## config.mk

```make
export PLATFORM = sky130hd
export DESIGN_NAME = lcd_ctrl_param
export DESIGN_NICKNAME = d
export VERILOG_FILES = /design/src/rtl/lcd_ctrl_param.sv
export SDC_FILE = /design/constraint.sdc
export NUM_CORES = 1
export LEC_CHECK = 0
export CORE_MARGIN = 2
export CORE_UTILIZATION = 40
export DETAILED_ROUTE_END_ITERATION = 7
export GPL_TIMING_DRIVEN = 0
export HOLD_SLACK_MARGIN = 0.05
export PLACE_DENSITY_LB_ADDON = 0.25
export SYNTH_ARGS = -nofsm -noshare
export SYNTH_HDL_FRONTEND = slang
export SYNTH_SLANG_ARGS = --single-unit
```

## constraint.sdc

```tcl
create_clock -name clk -period 8.15 [get_ports clk]
set_clock_uncertainty 0.1 [all_clocks]
set_input_delay 2.445 -clock clk [delete_from_list [all_inputs] [get_ports clk]]
set_output_delay 2.445 -clock clk [all_outputs]
set_load 0.005 [all_outputs]
```

## src/rtl/lcd_ctrl_param.sv

```systemverilog
// HD44780-class character-LCD controller: power-up delay, init sequence and
// enable-strobe timing for an 8-bit or 4-bit (nibble) LCD bus.
module lcd_ctrl_param #(
    parameter int unsigned CLK_PER_US = 25,
    parameter bit          BUS4       = 1'b0,
    parameter int unsigned PWRUP_US   = 500
) (
    input  logic       clk,
    input  logic       rst_n,
    input  logic [6:0] cfg,
    input  logic       cmd_valid,
    input  logic       cmd_rs,
    input  logic       cmd_rw,
    input  logic [7:0] cmd_data,
    output logic       cmd_ready,
    output logic       e,
    output logic       rs,
    output logic       rw,
    output logic [7:0] lcd_data,
    output logic       busy,
    output logic       init_done
);

    localparam int unsigned C        = CLK_PER_US;
    localparam int unsigned PwrupCyc = PWRUP_US * C;
    localparam int unsigned LongCyc  = 2027 * C;
    localparam int unsigned MaxCnt   = (PwrupCyc > LongCyc) ? PwrupCyc : LongCyc;
    localparam int unsigned CntW     = $clog2(MaxCnt + 1);

    typedef logic [CntW-1:0] cnt_t;
    typedef enum logic [1:0] {StPwrup, StInit, StIdle, StXfer} state_e;

    // Step 0 is the lone 0x2 nibble that switches the LCD into 4-bit mode.
    localparam logic [2:0] FirstStep = BUS4 ? 3'd0 : 3'd1;
    localparam logic [2:0] LastStep  = 3'd4;

    function automatic logic e_at(input cnt_t k, input logic two);
        e_at = (k >= cnt_t'(C) && k < cnt_t'(14 * C)) ||
               (two && k >= cnt_t'(28 * C) && k < cnt_t'(41 * C));
    endfunction

    function automatic logic is_long(input logic r_s, input logic r_w, input logic [7:0] b);
        is_long = !r_s && !r_w && (b[7:2] == 6'd0) && (b != 8'd0);
    endfunction

    function automatic logic [7:0] init_byte(input logic [2:0] step, input logic [6:0] c);
        case (step)
            3'd0:    init_byte = 8'h20;
            3'd1:    init_byte = {3'b001, !BUS4, c[6], c[5], 2'b00};
            3'd2:    init_byte = {5'b00001, c[4:2]};
            3'd3:    init_byte = 8'h01;
            default: init_byte = {6'b000001, c[1:0]};
        endcase
    endfunction

    state_e     state_q, state_d;
    cnt_t       cnt_q, cnt_d;
    logic [2:0] step_q, step_d;
    logic [3:0] lo_q, lo_d;
    logic       single_q, single_d;
    logic       long_q, long_d;
    logic       rs_q, rs_d;
    logic       rw_q, rw_d;
    logic [7:0] data_q, data_d;
    logic       e_q, e_d;
    logic       init_done_q, init_done_d;

    logic       two_q;
    cnt_t       win_last;
    logic       start;
    logic [7:0] start_byte;
    logic       start_rs;
    logic       start_rw;
    logic       start_single;

    assign two_q = BUS4 && !single_q;

    always_comb begin
        if (long_q) begin
            win_last = two_q ? cnt_t'(2027 * C - 1) : cnt_t'(2000 * C - 1);
        end else begin
            win_last = two_q ? cnt_t'(77 * C - 1) : cnt_t'(50 * C - 1);
        end
    end

    always_comb begin
        state_d      = state_q;
        cnt_d        = cnt_q;
        step_d       = step_q;
        lo_d         = lo_q;
        single_d     = single_q;
        long_d       = long_q;
        rs_d         = rs_q;
        rw_d         = rw_q;
        data_d       = data_q;
        init_done_d  = init_done_q;
        start        = 1'b0;
        start_byte   = 8'h00;
        start_rs     = 1'b0;
        start_rw     = 1'b0;
        start_single = 1'b0;

        case (state_q)
            StPwrup: begin
                if (cnt_q == cnt_t'(PwrupCyc - 1)) begin
                    state_d      = StInit;
                    step_d       = FirstStep;
                    start        = 1'b1;
                    start_byte   = init_byte(FirstStep, cfg);
                    start_single = BUS4;
                end else begin
                    cnt_d = cnt_q + cnt_t'(1);
                end
            end
            StInit: begin
                if (cnt_q == win_last) begin
                    if (step_q == LastStep) begin
                        state_d     = StIdle;
                        init_done_d = 1'b1;
                    end else begin
                        step_d     = step_q + 3'd1;
                        start      = 1'b1;
                        start_byte = init_byte(step_q + 3'd1, cfg);
                    end
                end else begin
                    cnt_d = cnt_q + cnt_t'(1);
                end
            end
            StIdle: begin
                if (cmd_valid) begin
                    state_d    = StXfer;
                    start      = 1'b1;
                    start_byte = cmd_data;
                    start_rs   = cmd_rs;
                    start_rw   = cmd_rw;
                end
            end
            StXfer: begin
                if (cnt_q == win_last) begin
                    state_d = StIdle;
                end else begin
                    cnt_d = cnt_q + cnt_t'(1);
                end
            end
            default: state_d = StPwrup;
        endcase

        if (start) begin
            cnt_d    = '0;
            lo_d     = start_byte[3:0];
            rs_d     = start_rs;
            rw_d     = start_rw;
            single_d = start_single;
            long_d   = is_long(start_rs, start_rw, start_byte);
            data_d   = BUS4 ? {start_byte[7:4], 4'b0000} : start_byte;
        end

        // Second nibble goes onto the bus exactly at k = 27C.
        if ((state_q == StInit || state_q == StXfer) && two_q &&
            cnt_q == cnt_t'(27 * C - 1)) begin
            data_d = {lo_q, 4'b0000};
        end

        e_d = (state_d == StInit || state_d == StXfer) && e_at(cnt_d, BUS4 && !single_d);
    end

    always_ff @(posedge clk or negedge rst_n) begin
        if (!rst_n) begin
            state_q     <= StPwrup;
            cnt_q       <= '0;
            step_q      <= 3'd0;
            lo_q        <= 4'd0;
            single_q    <= 1'b0;
            long_q      <= 1'b0;
            rs_q        <= 1'b0;
            rw_q        <= 1'b0;
            data_q      <= 8'd0;
            e_q         <= 1'b0;
            init_done_q <= 1'b0;
        end else begin
            state_q     <= state_d;
            cnt_q       <= cnt_d;
            step_q      <= step_d;
            lo_q        <= lo_d;
            single_q    <= single_d;
            long_q      <= long_d;
            rs_q        <= rs_d;
            rw_q        <= rw_d;
            data_q      <= data_d;
            e_q         <= e_d;
            init_done_q <= init_done_d;
        end
    end

    assign cmd_ready = (state_q == StIdle);
    assign busy      = !cmd_ready;
    assign e         = e_q;
    assign rs        = rs_q;
    assign rw        = rw_q;
    assign lcd_data  = data_q;
    assign init_done = init_done_q;

endmodule

```

==> run metrics, run 1 <==
post-route setup slack=3540 ps; measured slew at the worst slew-check pin=758 ps; sum of negative setup slack=0 ps; number of failing setup endpoints in the final timing report=0; sum of routed wire length over all layers=5050 um; initial antenna violation count=0; synth warn=0; most used flip-flop cell after synthesis=sky130_fd_sc_hd__dfrtp_1; Clock Root Buffer=sky130_fd_sc_hd__clkbuf_8; Max Transition Viols Final=0; Leakage Power=1.10 nW; endpoints failing hold=0; deepest clock path buffer count=2; # Post-CTS Setup Buffers=0; total number of nets in the final design=287; hold crit path type=reg -> reg; Antenna diodes=0; count of routing violations after the opening detailed-route iteration=78; minimum clock period after layout=4610 ps; DPL Wire Length=3730 um; detailed-route DRC error count=0; CTS H-Tree Depth=2; signed area change from the synthesized netlist to the final layout=26.8%; number of global-route vias before repair=1758; clock slew at the register clock pins of the worst setup and hold paths=70 ps; RSZ-0062 raised after global routing=false; number of synthesized flops with an enable pin=0; number of sinks on the clock net=34; Unique masters post-synth=54; clock tree from TritonCTS=done; worst-case hold slack=380 ps; power density normalized to cell area=204 nW/um^2; detailed-routing iteration count for the pre-antenna-repair pass=4; worst rel slew slack=49.1%; initial core utilization=40.7%; CP required=5610 ps; cell type contributing the most total cell area after synthesis=sky130_fd_sc_hd__dfrtp_1; RePlAce Congestion=0.952; remaining global-route overflow=0; fraction of post-synthesis cell area in the top cell type by area=41.5%; timing-limited maximum frequency=217 MHz; number of max-capacitance violations reported=0; overall power=531 uW; Syn Nets=247; Post-DRT Antenna Nets=0; run status=finished, final reports clean; most area-consuming cells after synthesis=sky130_fd_sc_hd__dfrtp_1 41%, sky130_fd_sc_hd__nor2_1 4.6%, sky130_fd_sc_hd__xnor2_1 3.8%; Post-Syn Instances=221; syn_area_per_cell=9.28 um^2; maximum vdd drop=0.000138 V; Seq/Total Area, Yosys=41.5%; number of buffers added on ports=33; IO Pins=34; Worst setup EP type=primary output; number of rows in the core area=26; total clock buffers created by CTS=5; worst-path fanout max=10; width of the chip=75.6 um; reg-to-reg setup timing slack=5090 ps; clock insertion delay at the later pin of the skew report=290 ps; area of the placeable core=5040 um^2; pre-CTS setup slack=3370 ps; first-pass GRT wire length=8500 um; final non-filler cell total=332; mapped cell area=2050 um^2; number of vias per cell after detailed routing=5.48; placed cell count=324; full die area=5720 um^2; floorplan die height=75.6 um; vias after detailed routing=1819; Hold Buf Count CTS=0; total track usage=19.8%; most frequently used cell type in the post-synthesis netlist=sky130_fd_sc_hd__dfrtp_1; layout cells sized above 1=9.16%; CTS resizes=0; largest net degree at the start of global routing=35; Setup CP Type=reg -> out; final critical-path share of the clock period=56.6%; Post-synth ARST share=100%; Post-synth top cells=34 x sky130_fd_sc_hd__dfrtp_1, 25 x sky130_fd_sc_hd__nor2_1, 18 x sky130_fd_sc_hd__nand2_1, 10 x sky130_fd_sc_hd__nor3_1; endpoint arrival time on the critical path=2070 ps; per-cell routed wire length=15.2 um; Synth Register Bits=34; sort of element at the start of the critical path=register
## power by group
part	switching (mW)	total [mW]	internal, mW
combinational	0.0592	0.117	0.0573
sequential	0.0348	0.226	0.192
clock	0.0656	0.188	0.123
## layout make-up
| class | instances | area (um^2) |
|---|---|---|
| clock inverters | 3 | 68.8 |
| plain buffers | 6 | 32.5 |
| multi-input cells | 171 | 1130 |
| fillers | 496 | 2440 |
| well taps | 70 | 87.6 |
| clock buffers | 5 | 68.8 |
| flip-flops and latches | 34 | 851 |
| repair buffers | 33 | 325 |
| inverters | 10 | 37.5 |
## flip-flops by register name, indices dropped and copies added (netlist names), 2 cells and up
signal / flops
step_q: 3
lcd_data: 8
state_q: 2
cnt_q: 16
## final timing paths
kind / start / endpoint / cells after the start
worst max-delay path: state_q[1] / cmd_ready / 5
worst min register to register: lcd_data[0] / lcd_data[0] / 1
min in group asynchronous: rst_n / cnt_q[5] / 1
max in group asynchronous: rst_n / cnt_q[11] / 1
worst max register to register: cnt_q[8] / e / 8
worst min-delay path: lcd_data[0] / lcd_data[0] / 1
## stage by stage
stage	cell area (um^2)	utilization (%)
finish	2600	51.6
detailed placement	2460	48.9
floorplan	2050	-
global placement	2470	49.0
CTS	2600	51.6
global route	2600	51.6
## critical path, stage by stage (launching register included)
cell                              delay (ps)
sky130_fd_sc_hd__dfrtp_1                 360
sky130_fd_sc_hd__clkbuf_1                210
sky130_fd_sc_hd__nand2b_1                120
sky130_fd_sc_hd__buf_2                   230
sky130_fd_sc_hd__clkinv_1                310
sky130_fd_sc_hd__clkdlybuf4s50_1         540
## cells in the final DEF (no fill, tap or decap), types with 4 or more instances in the layout
cell type                          n
sky130_fd_sc_hd__nor3_1           10
sky130_fd_sc_hd__inv_1             9
sky130_fd_sc_hd__dfrtp_1          34
sky130_fd_sc_hd__a22o_1            6
sky130_fd_sc_hd__nand4_1           5
sky130_fd_sc_hd__o21ai_0           6
sky130_fd_sc_hd__nand2_1          18
sky130_fd_sc_hd__and2_1            4
sky130_fd_sc_hd__xor2_1            4
sky130_fd_sc_hd__clkdlybuf4s50_1  32
sky130_fd_sc_hd__xnor2_1           9
sky130_fd_sc_hd__a21oi_1           9
sky130_fd_sc_hd__clkbuf_8          5
sky130_fd_sc_hd__nand3_1           9
sky130_fd_sc_hd__nor2_1           25
sky130_fd_sc_hd__ha_1              6
sky130_fd_sc_hd__nor4_1            4
## layer usage
layer	vias up	global-route usage (%)	share of wire (%)
met5	-	0	0
met4	0	6.43	1.7
met3	8	3.70	3.8
met2	34	30.8	46
met1	881	28.0	49
li1	896	-	-
## cell families (layout without fill, tap and decap cells)
| kind of cell | after synthesis | in the layout | synth area share (%) |
|---|---|---|---|
| AND/OR/NAND/NOR | 98 | 98 | 25.1 |
| AO/OA/AOI/OAI | 53 | 53 | 20.3 |
| flip-flops | 34 | 34 | 41.5 |
| buffers and inverters | 16 | 57 | 3.42 |
| XOR/XNOR | 13 | 13 | 5.55 |
| adder cells (fa/ha/maj) | 6 | 6 | 3.66 |
| multiplexers | 1 | 1 | 0.488 |
Power figures use the tool's default switching activity.
==> run 2: changes to the inputs <==
clock period = 4 ns   (was 8.15 ns; I/O delays follow)
==> results of run 2 <==
The final DEF is identical to that of run 1. Status: finished, final reports clean.
Main changes from that run: setup slack after placement 3370 ps -> 468 ps; setup slack after layout 3540 ps -> 633 ps; register-to-register setup slack 5090 ps -> 940 ps; total power 0.531 mW -> 1.08 mW; worst IR drop on VDD 0.000138 V -> 0.000282 V
==> run 3: changes to the inputs <==
clock period = 3 ns   (was 4 ns; I/O delays follow)
==> run 3 against run 2 <==
  * The run now ends with setup timing left
  * Cell count stayed put
  * Wire length grew 1.0%
  * Sequential share of layout area is 0.66 points lower
  * First-iteration DRC count rose by 49%
  * Non-clock buffer count is the same
  * Critical path depth rose by 4
  * Sequential cell count unchanged
  * Total power rose by 34%
  * Die area unchanged
  * Via count grew 0.93%
  * Worst hold slack about the same
  * Largest cell class unchanged
  * Highest routed layer unchanged
==> run metrics, run 3 (same netlist as run 1, synthesis figures left out) <==
number of max-capacitance violations reported=0 (unchanged); deepest clock path buffer count=2 (unchanged); measured slew at the worst slew-check pin=747 ps (was 758 ps); Antenna diodes=0 (unchanged); total number of nets in the final design=287 (unchanged); initial core utilization=40.7% (unchanged); layout cells sized above 1=12.6% (was 9.16%); CTS H-Tree Depth=2 (unchanged); sort of element at the start of the critical path=register (unchanged); sum of negative setup slack=-15.4 ps (was 0 ps); DPL Wire Length=3730 um (unchanged); total clock buffers created by CTS=5 (unchanged); Max Transition Viols Final=0 (unchanged); placed cell count=324 (unchanged); Clock Root Buffer=sky130_fd_sc_hd__clkbuf_8 (unchanged); most used cells in the layout excluding fill and tap cells=33 x sky130_fd_sc_hd__dfrtp_1, 32 x sky130_fd_sc_hd__clkdlybuf4s50_1, 24 x sky130_fd_sc_hd__nor2_1 (was 34 x sky130_fd_sc_hd__dfrtp_1, 32 x sky130_fd_sc_hd__clkdlybuf4s50_1, 25 x sky130_fd_sc_hd__nor2_1); IO Pins=34 (unchanged); most common cell after layout, fill and taps aside=sky130_fd_sc_hd__dfrtp_1 (unchanged); full die area=5720 um^2 (unchanged); run status=finished, violations left (was finished, final reports clean); R2R cell count=9 (was 8); largest register by flop count=cnt_q (unchanged); overall power=1.45 mW (was 1.08 mW); final non-filler cell total=332 (unchanged); number of global-route vias before repair=1760 (was 1758); violations in the final reports=setup timing; worst rel slew slack=50.2% (was 49.1%); total track usage=19.9% (was 19.8%); hold_sp=lcd_data[0] (unchanged); detailed-route DRC error count=0 (unchanged); width of the chip=75.6 um (unchanged); number of buffers added on ports=33 (unchanged); clock insertion delay at the later pin of the skew report=290 ps (about the same); number of rows in the core area=26 (unchanged); hold crit path type=reg -> reg (unchanged); final critical-path share of the clock period=101%; vias after detailed routing=1836 (was 1819); endpoint arrival time on the critical path=3120 ps (was 2070 ps); clock slew at the register clock pins of the worst setup and hold paths=70 ps (about the same); initial antenna violation count=0 (unchanged); largest net degree at the start of global routing=35 (unchanged); CP required=3110 ps (was 2700 ps); area of the placeable core=5040 um^2 (unchanged); Setup CP Type=reg -> reg (was reg -> out); sum of routed wire length over all layers=5100 um (was 5050 um); reg-to-reg setup timing slack=-20 ps (was 940 ps); post-route setup slack=-15.4 ps (was 633 ps); per-cell routed wire length=15.4 um (was 15.2 um); floorplan die height=75.6 um (unchanged); minimum clock period after layout=3020 ps; signed area change from the synthesized netlist to the final layout=29.7% (was 26.8%); endpoint of the worst-slack reg-to-reg timing path=e (unchanged); number of sinks on the clock net=34 (unchanged); endpoints failing hold=0 (unchanged); timing-limited maximum frequency=332 MHz; number of cells on the worst hold path=1 (unchanged); clock tree from TritonCTS=done (unchanged); power density normalized to cell area=544 nW/um^2 (was 416 nW/um^2); RSZ-0062 raised after global routing=true (was false); number of failing setup endpoints in the final timing report=1 (was 0); first-pass GRT wire length=8580 um (was 8500 um); maximum vdd drop=0.000376 V (was 0.000282 V); number of vias per cell after detailed routing=5.53 (was 5.48); RePlAce Congestion=0.952 (unchanged); worst-path fanout max=6 (was 10); detailed-routing iteration count for the pre-antenna-repair pass=4 (unchanged); Post-DRT Antenna Nets=0 (unchanged); Worst setup EP type=register (was primary output); remaining global-route overflow=0 (unchanged); count of routing violations after the opening detailed-route iteration=116 (was 78); Endpoint, Worst Hold=lcd_data[0] (unchanged); Leakage Power=1.11 nW (was 1.10 nW); worst reg2reg path startpoint=cnt_q[5] (was cnt_q[8]); Largest register FFs=16 (unchanged)
==> run 3: cell types whose count changed in the layout (fill, tap and decap cells not counted), sizes merged <==
cell | previous run | this run
buf | 4 | 5
clkbuf | 8 | 7
==> run 3: worst max path at each step <==
| stage | start | end |
|---|---|---|
| after floorplan | cnt_q[5] | e |
| after global placement | cmd_valid | e |
| after detailed placement | cmd_valid | e |
| after CTS | cnt_q[5] | e |
| after global routing | cnt_q[5] | e |
| final | cnt_q[5] | e |
==> run 3: metal layers <==
metal	track usage [%]	up-vias	part of all wire, %	wire (um)
met5	0	-	0	0
met4	6.43	0	1.7	86
met3	3.70	8	4.5	230
met2	31.0	38	46	2360
met1	28.2	897	47	2420
li1	-	893	-	-
==> run 3: stage by stage <==
step                      worst slack [ps]  util (%)  hold WS, ps  instance area, um^2
after detailed placement              -232      48.9          367                 2460
after global placement                -221      49.0          363                 2470
after floorplan                        232         -          360                 2050
final                                -15.4      52.7          380                 2660
after global routing                  -146      52.7          413                 2660
after CTS                            -27.6      52.0          384                 2620
==> run 3: timing repair <==
action                     4_1_cts  5_1_grt
hold buffers                     0        0
pin swaps                        1        2
setup endpoints to repair        3        3
buffers inserted                 0        1
gates resized for setup          5        9
==> run 3: critical path, stage by stage, from the launching register on <==
cell and delay [ps]:
sky130_fd_sc_hd__dfrtp_2 450, sky130_fd_sc_hd__or4b_1 520, sky130_fd_sc_hd__or4_4 500, sky130_fd_sc_hd__a211oi_4 250, sky130_fd_sc_hd__or3_1 150, sky130_fd_sc_hd__buf_6 130, sky130_fd_sc_hd__nor2_1 70, sky130_fd_sc_hd__a21o_1 170
sky130_fd_sc_hd__a2111o_1 430, sky130_fd_sc_hd__a211oi_2 150
==> run 3: area by class of cell <==
type	instances	area [um^2]
Fill cell	485	2380
Multi-Input combinational cell	171	1180
Sequential cell	34	852
Timing Repair Buffer	34	333
Tap cell	70	87.6
Clock buffer	5	68.8
Clock inverter	3	68.8
Inverter	10	38.8
Buffer	5	30.0
==> run 3: where the power goes <==
group / internal (mW) / switching [mW] / total (mW)
Clock: 0.333 / 0.178 / 0.511
Combinational: 0.156 / 0.162 / 0.318
Sequential: 0.522 / 0.0952 / 0.617
Total: 1.01 / 0.435 / 1.45
